**config.mk**
```make
export PLATFORM = sky130hd
export DESIGN_NAME = addsub_pipe
export DESIGN_NICKNAME = d
export VERILOG_FILES = /design/src/rtl/addsub_pkg.sv /design/src/rtl/addsub_slice.sv /design/src/rtl/addsub_pipe.sv
export SDC_FILE = /design/constraint.sdc
export NUM_CORES = 1
export LEC_CHECK = 0
export CAP_MARGIN = 40
export CELL_PAD_IN_SITES_DETAIL_PLACEMENT = 1
export CELL_PAD_IN_SITES_GLOBAL_PLACEMENT = 2
export CORE_MARGIN = 3
export CORE_UTILIZATION = 31
export DETAILED_ROUTE_END_ITERATION = 10
export PLACE_DENSITY_LB_ADDON = 0.1
export SYNTH_ARGS = -nofsm -noshare
export SYNTH_HDL_FRONTEND = slang
export SYNTH_HIERARCHICAL = 1
export SYNTH_SLANG_ARGS = --single-unit
```
**constraint.sdc**
```tcl
create_clock -name CLK -period 2.33 [get_ports CLK]
set_clock_uncertainty 0.05 [all_clocks]
set_input_delay 0.699 -clock CLK [delete_from_list [all_inputs] [get_ports CLK]]
set_output_delay 0.699 -clock CLK [all_outputs]
set_load 0.005 [all_outputs]
```
**src/rtl/addsub_pkg.sv**
```systemverilog
// Shared constants, types and helpers for the pipelined adder/subtractor.
package addsub_pkg;

   localparam logic OP_SUB = 1'b0;
   localparam logic OP_ADD = 1'b1;

   localparam int MIN_STAGES = 1;
   localparam int MAX_STAGES = 4;
   localparam int MAX_WIDTH  = 256;

   // Per-op control that rides alongside the data to the final stage.
   typedef struct packed {
      logic vld;
      logic add;
      logic sat;
      logic a_msb;
      logic bx_msb;
   } ctl_t;

   function automatic logic cfg_ok(input int width, input int stages);
      return (width >= 2) && (width <= MAX_WIDTH) &&
             (stages >= MIN_STAGES) && (stages <= MAX_STAGES) &&
             ((width % stages) == 0);
   endfunction

   function automatic logic [MAX_WIDTH-1:0] sat_max(input int width);
      logic [MAX_WIDTH-1:0] r;
      for (int i = 0; i < MAX_WIDTH; i++) begin
         r[i] = (i < width - 1);
      end
      return r;
   endfunction

   function automatic logic [MAX_WIDTH-1:0] sat_min(input int width);
      logic [MAX_WIDTH-1:0] r;
      for (int i = 0; i < MAX_WIDTH; i++) begin
         r[i] = (i == width - 1);
      end
      return r;
   endfunction

endpackage

```
**src/rtl/addsub_slice.sv**
```systemverilog
// One carry-chain slice: a CHUNK-bit add with carry-in, result and carry registered.
module addsub_slice
   import addsub_pkg::*;
#(
   parameter int CHUNK = 16
) (
   input  logic             clk,
   input  logic             sclr,
   input  logic             ce,
   input  logic [CHUNK-1:0] a,
   input  logic [CHUNK-1:0] b,
   input  logic             cin,
   output logic [CHUNK-1:0] sum,
   output logic             cout
);

   logic [CHUNK-1:0] sum_d, sum_q;
   logic             cout_d, cout_q;

   always_comb begin
      {cout_d, sum_d} = {1'b0, a} + {1'b0, b} + {{CHUNK{1'b0}}, cin};
   end

   always_ff @(posedge clk or posedge sclr) begin
      if (sclr) begin
         sum_q  <= '0;
         cout_q <= 1'b0;
      end else if (ce) begin
         sum_q  <= sum_d;
         cout_q <= cout_d;
      end
   end

   assign sum  = sum_q;
   assign cout = cout_q;

endmodule

```
**src/rtl/addsub_pipe.sv**
```systemverilog
// Pipelined adder/subtractor: carry chain cut into STAGES registered slices, with a
// matching valid pipe, clock-enable stall, optional signed saturation and status flags.
module addsub_pipe
   import addsub_pkg::*;
#(
   parameter int WIDTH  = 32,
   parameter int STAGES = 2
) (
   input  logic             CLK,
   input  logic             SCLR,
   input  logic             CE,
   input  logic             IN_VALID,
   input  logic             ADD,
   input  logic             SAT,
   input  logic [WIDTH-1:0] A,
   input  logic [WIDTH-1:0] B,
   output logic             OUT_VALID,
   output logic [WIDTH-1:0] S,
   output logic             C_OUT,
   output logic             OVF,
   output logic             ZERO
);

   localparam int CHUNK = WIDTH / STAGES;
   localparam int MSB   = WIDTH - 1;
   localparam logic [MAX_WIDTH-1:0] SAT_MAX_W = sat_max(WIDTH);
   localparam logic [MAX_WIDTH-1:0] SAT_MIN_W = sat_min(WIDTH);
   localparam logic [WIDTH-1:0]     SAT_MAX   = SAT_MAX_W[WIDTH-1:0];
   localparam logic [WIDTH-1:0]     SAT_MIN   = SAT_MIN_W[WIDTH-1:0];

   if (!cfg_ok(WIDTH, STAGES)) begin : g_bad_cfg
      $error("addsub_pipe: illegal WIDTH/STAGES combination");
   end

   logic [WIDTH-1:0] bx_s;
   logic [WIDTH-1:0] raw_s;
   logic [CHUNK-1:0] slice_sum_s  [STAGES];
   logic             slice_cout_s [STAGES];
   ctl_t             ctl_d [STAGES];
   ctl_t             ctl_q [STAGES];
   ctl_t             fin_s;
   logic             carry_s;
   logic             ovf_s;
   logic [WIDTH-1:0] s_s;

   assign bx_s = (ADD == OP_ADD) ? B : ~B;

   always_comb begin
      ctl_d[0] = '{vld: IN_VALID, add: ADD, sat: SAT, a_msb: A[MSB], bx_msb: bx_s[MSB]};
      for (int j = 1; j < STAGES; j++) begin
         ctl_d[j] = ctl_q[j-1];
      end
   end

   always_ff @(posedge CLK or posedge SCLR) begin
      if (SCLR) begin
         for (int j = 0; j < STAGES; j++) ctl_q[j] <= '0;
      end else if (CE) begin
         for (int j = 0; j < STAGES; j++) ctl_q[j] <= ctl_d[j];
      end
   end

   for (genvar k = 0; k < STAGES; k++) begin : g_slice
      logic [CHUNK-1:0] a_s, b_s;
      logic             cin_s;

      if (k == 0) begin : g_first
         assign a_s   = A[CHUNK-1:0];
         assign b_s   = bx_s[CHUNK-1:0];
         assign cin_s = ~ADD;
      end else begin : g_upper
         // Upper operand chunks wait k cycles so they meet the carry from slice k-1.
         logic [2*CHUNK-1:0] op_d [k];
         logic [2*CHUNK-1:0] op_q [k];

         always_comb begin
            op_d[0] = {A[k*CHUNK +: CHUNK], bx_s[k*CHUNK +: CHUNK]};
            for (int i = 1; i < k; i++) begin
               op_d[i] = op_q[i-1];
            end
         end

         always_ff @(posedge CLK or posedge SCLR) begin
            if (SCLR) begin
               for (int i = 0; i < k; i++) op_q[i] <= '0;
            end else if (CE) begin
               for (int i = 0; i < k; i++) op_q[i] <= op_d[i];
            end
         end

         assign a_s   = op_q[k-1][2*CHUNK-1:CHUNK];
         assign b_s   = op_q[k-1][CHUNK-1:0];
         assign cin_s = slice_cout_s[k-1];
      end

      addsub_slice #(.CHUNK(CHUNK)) u_slice (
         .clk  (CLK),
         .sclr (SCLR),
         .ce   (CE),
         .a    (a_s),
         .b    (b_s),
         .cin  (cin_s),
         .sum  (slice_sum_s[k]),
         .cout (slice_cout_s[k])
      );

      if (k == STAGES - 1) begin : g_last
         assign raw_s[k*CHUNK +: CHUNK] = slice_sum_s[k];
      end else begin : g_res
         // Finished lower chunks wait here until the top slice completes.
         localparam int DEPTH = STAGES - 1 - k;
         logic [CHUNK-1:0] res_d [DEPTH];
         logic [CHUNK-1:0] res_q [DEPTH];

         always_comb begin
            res_d[0] = slice_sum_s[k];
            for (int i = 1; i < DEPTH; i++) begin
               res_d[i] = res_q[i-1];
            end
         end

         always_ff @(posedge CLK or posedge SCLR) begin
            if (SCLR) begin
               for (int i = 0; i < DEPTH; i++) res_q[i] <= '0;
            end else if (CE) begin
               for (int i = 0; i < DEPTH; i++) res_q[i] <= res_d[i];
            end
         end

         assign raw_s[k*CHUNK +: CHUNK] = res_q[DEPTH-1];
      end
   end

   // Flags and clamp come straight off final-stage registers; qualified by valid so reset reads 0.
   always_comb begin
      fin_s   = ctl_q[STAGES-1];
      carry_s = slice_cout_s[STAGES-1];
      ovf_s   = (fin_s.a_msb == fin_s.bx_msb) && (raw_s[MSB] != fin_s.a_msb);
      if (fin_s.sat && ovf_s) begin
         s_s = fin_s.a_msb ? SAT_MIN : SAT_MAX;
      end else begin
         s_s = raw_s;
      end
      OUT_VALID = fin_s.vld;
      S         = s_s;
      C_OUT     = fin_s.vld & ((fin_s.add == OP_ADD) ? carry_s : ~carry_s);
      OVF       = fin_s.vld & ovf_s;
      ZERO      = fin_s.vld & (s_s == '0);
   end

endmodule
```
==> results.md <==
- Post-synthesis sequential element count: 90
- GRT Residual Overflow: 0
- Final-report setup violation count: 47
- Setup repair after global routing missed its margin: yes
- First-pass GRT wire length: 28400 um
- Initial DRC count: 154
- Ordered cell list for the critical path: nand2b_2 -> nor3b_4 -> buf_4 -> buf_12 -> a21o_1 -> clkdlybuf4s15_1
- Max Transition Viols Final: 0
- Transition time of the tightest slew-check pin: roughly 0.4 ns
- Most common flop cell mapped by yosys: dfrtp_1
- Fin crit period: between 2 and 3 ns
- Startpoint type of the worst setup path: register
- Slack of the critical path: -0.309 ns
- Bufs on Longest Clock Path: 2
- Initial standard-cell utilization of the core: 31.8%
- Arrival time at the worst endpoint: 1.89 ns
- Number of clock sinks: 90
- HPWL after DPL: 13500 um
- Total cell area at the placement stage: 0.00781 mm2
- Die area: 0.0202 mm2
- Relative max-transition margin: roughly three quarters
- Num CTS Buffers: 9
- Clock Latency Late Sink: 0.34 ns
- Capturing element type of the critical path: output port
- Post-synthesis net count: 637
- Horizontal extent of the die: 142 um
- Number of nets in the layout: 865
- Hold_buf cts: 0
- Drt drc: 0
- Cell taking the most area after synthesis: dfrtp_1
- Total wire length after detailed routing: 18500 um
- Via count: 4973
- Worst path slowest cell: dfrtp_1
- LEAKAGE: 4.01 nW
- Data required time of the critical path: 1.58 ns
- Proportion of synthesized flip-flops having asynchronous set or reset: 100%
- Violated checks: setup timing
- Peak supply drop: 357 uV
- All-Layer GR Usage: between 15 and 20%
- CTS clock-pin slew for the worst setup and hold paths: approximately 0.07 ns
- Gpl congestion: a little under 0.8
- Post-synthesis instance area: 0.00576 mm2
- Synthesized area per cell: 10.8 um2
- Path type of the worst min-delay path: register to register
- Total power divided by cell area: between 800 and 900 mW/mm2
- Share of final-layout standard cells stronger than drive strength 1: 47.3%
- Port-buffer cells: ~110
- Number of diodes: 0
- Remaining antenna violation count: 0
- Number of H-tree levels: 3
- Cell at the root of the clock tree: clkbuf_16
- Most used cells in the layout excluding fill and tap cells: 116 x buf_4, 90 x dfrtp_1, 65 x mux2_2, 49 x clkdlybuf4s50_1, 44 x a21o_1
- Highest clock rate: 0.379 GHz
- Vertical die dimension: 142 um
- Share of the cycle needed by the critical path after routing: 113%
- Number of global-route vias before repair: 5297
- Final cell area excluding filler cells: 0.00894 mm2
- TNS Setup: -8.93 ns
- Total I/O pin count: 106
- Count of distinct cell types in the synthesized netlist: between 60 and 70
- Status: finished, violations left
- Average wire length per cell after detail routing: 18.6 um
- EDFF count, synth: 0
- Crit-path max FO: 17
- Worst Hold Margin: roughly 0.44 ns
- Post-detailed-route via-to-cell ratio: 5.00
- Worst stage delay on the critical path: 0.42 ns
- Critical path class: register to output port
- Initial antenna violation count: 0
- Num rows: 49
- Area delta synth->final: 55.3%
- Commonest non-fill, non-tap cell in the layout: buf_4
- Cell count after synthesis: 533
- Synth area leaders: dfrtp_1 39%, mux2_2 14%, xnor2_1 7.2%
- Number of fill cells in the layout: 1958
- Largest net degree at the start of global routing: 71
- Part of the Yosys area used for sequential elements: 39.1%
- Fin. Hold Viols: 0
- Area share of the largest cell type after synthesis: 39.1%
- Clock tree from TritonCTS: built
- Core Region: 0.0181 mm2
- TritonRoute pass-1 iters: 4
- Count of maximum capacitance violations: 0
- YS warnings: 6
==> worst max-delay path, delay by kind of cell (launching register included) <==
family | cells | cell delay [ns]
AO/OA/AOI/OAI | 1 | 0.14
buffers and inverters | 3 | 0.54
flip-flops | 1 | 0.42
AND/OR/NAND/NOR | 2 | 0.46
==> Yosys cell counts, types with 2 or more instances <==
cell      number
a211oi_1       5
a21o_1        44
a21oi_1       39
a31oi_1        5
and2_1         3
and3_1         6
buf_2          7
buf_4          6
buf_6          7
clkbuf_1       4
dfrtp_1       90
fa_1           4
ha_1          30
inv_1         13
mux2_2        72
nand2_1       21
nand2b_1       2
nand3_1       10
nand4_1        6
nor2_1        19
nor2b_1        2
nor3_1        10
nor4_1         7
o211ai_1       6
o21a_1         7
o21ai_0       13
o21ai_1        4
o21ai_2        2
o311ai_0       2
o31ai_1        5
or3b_1         2
xnor2_1       47
xor2_1         2
==> worst paths after layout <==
check | cells after the start | slack, ns | start | endpoint
setup reg to reg | 8 | -0.30 | g_slice[1].g_upper.op_q[16] | g_slice[1].u_slice/cout
setup / recovery | 6 | -0.31 | ctl_q[0] | S[21]
min in group asynchronous | 3 | 0.74 | SCLR | g_slice[1].u_slice/sum[1]
hold / removal | 1 | 0.44 | g_slice[0].u_slice/sum[3] | g_slice[0].u_slice/sum[3]
max in group asynchronous | 3 | 1.16 | SCLR | g_slice[0].g_res.res_q[10]
hold reg to reg | 1 | 0.44 | g_slice[0].u_slice/sum[3] | g_slice[0].u_slice/sum[3]
==> repair_timing <==
action                                  in CTS  in global routing
endpoints found under the setup margin      56                 55
resized for setup                          131                147
buffers inserted                            18                 15
hold endpoints to repair                     0                  0
cloned                                       1                  2
pin swaps                                   51                 71
==> cell families (layout without fill, tap and decap cells) <==
| kind of cell | count (synthesis) | in the layout | synth area share, % |
|---|---|---|---|
| AO/OA/AOI/OAI | 147 | 147 | 17.3 |
| AND/OR/NAND/NOR | 100 | 100 | 9.69 |
| flip-flops | 90 | 90 | 39.1 |
| multiplexers | 74 | 74 | 14.5 |
| XOR/XNOR | 49 | 49 | 7.45 |
| buffers and inverters | 39 | 272 | 4.00 |
| adder cells (fa/ha/maj) | 34 | 34 | 7.91 |
==> through the flow <==
step	power, W	cells	utilization (%)	setup slack (ns)
6_report	0.00743	995	49.4	-0.309
5_1_grt	0.00791	995	49.4	-0.406
4_1_cts	0.00724	982	47.5	-0.578
3_5_place_dp	0.00559	947	43.2	-0.921
3_3_place_gp	0.00551	947	43.2	-0.882
2_1_floorplan	0.00383	533	-	-0.559
==> cell type report <==
cell class                 instances  area (um2)  area share (%)
sequential                        90        2250            25.2
clock buffer                      13         260            2.91
multi-input combinational        404        3990            44.7
timing repair buffer             242        2050            22.9
inverter                          14        52.6           0.588
clock inverter                     3        47.5           0.532
tap                              229         287            3.21
==> power breakdown <==
group / internal (W) / switching, W / leakage (nW)
logic: 0.00206 / 0.00158 / 2.81
clock network: 0.000896 / 0.000627 / 0.150
registers: 0.00195 / 0.000301 / 1.06
total: 0.00492 / 0.00251 / 4.01
==> flip-flops by register name, summed over array words and instances (netlist names) <==
| signal | cells |
|---|---|
| g_slice.u_slice/sum | 32 |
| g_slice.u_slice/cout | 2 |
| ctl_d | 4 |
| OUT_VALID | 1 |
| g_slice.g_res.res_q | 16 |
| ctl_q | 4 |
| g_slice.g_upper.op_q | 31 |
==> per-layer routing <==
metal | vias up | share of wire (%) | GRT usage, %
met5 | - | 0 | 0
met4 | 0 | 0.79 | 3.79
met3 | 9 | 3.3 | 3.13
met2 | 83 | 47 | 28.9
met1 | 2466 | 49 | 25.1
li1 | 2415 | - | -
No activity file was read; power rests on OpenSTA's default activity.
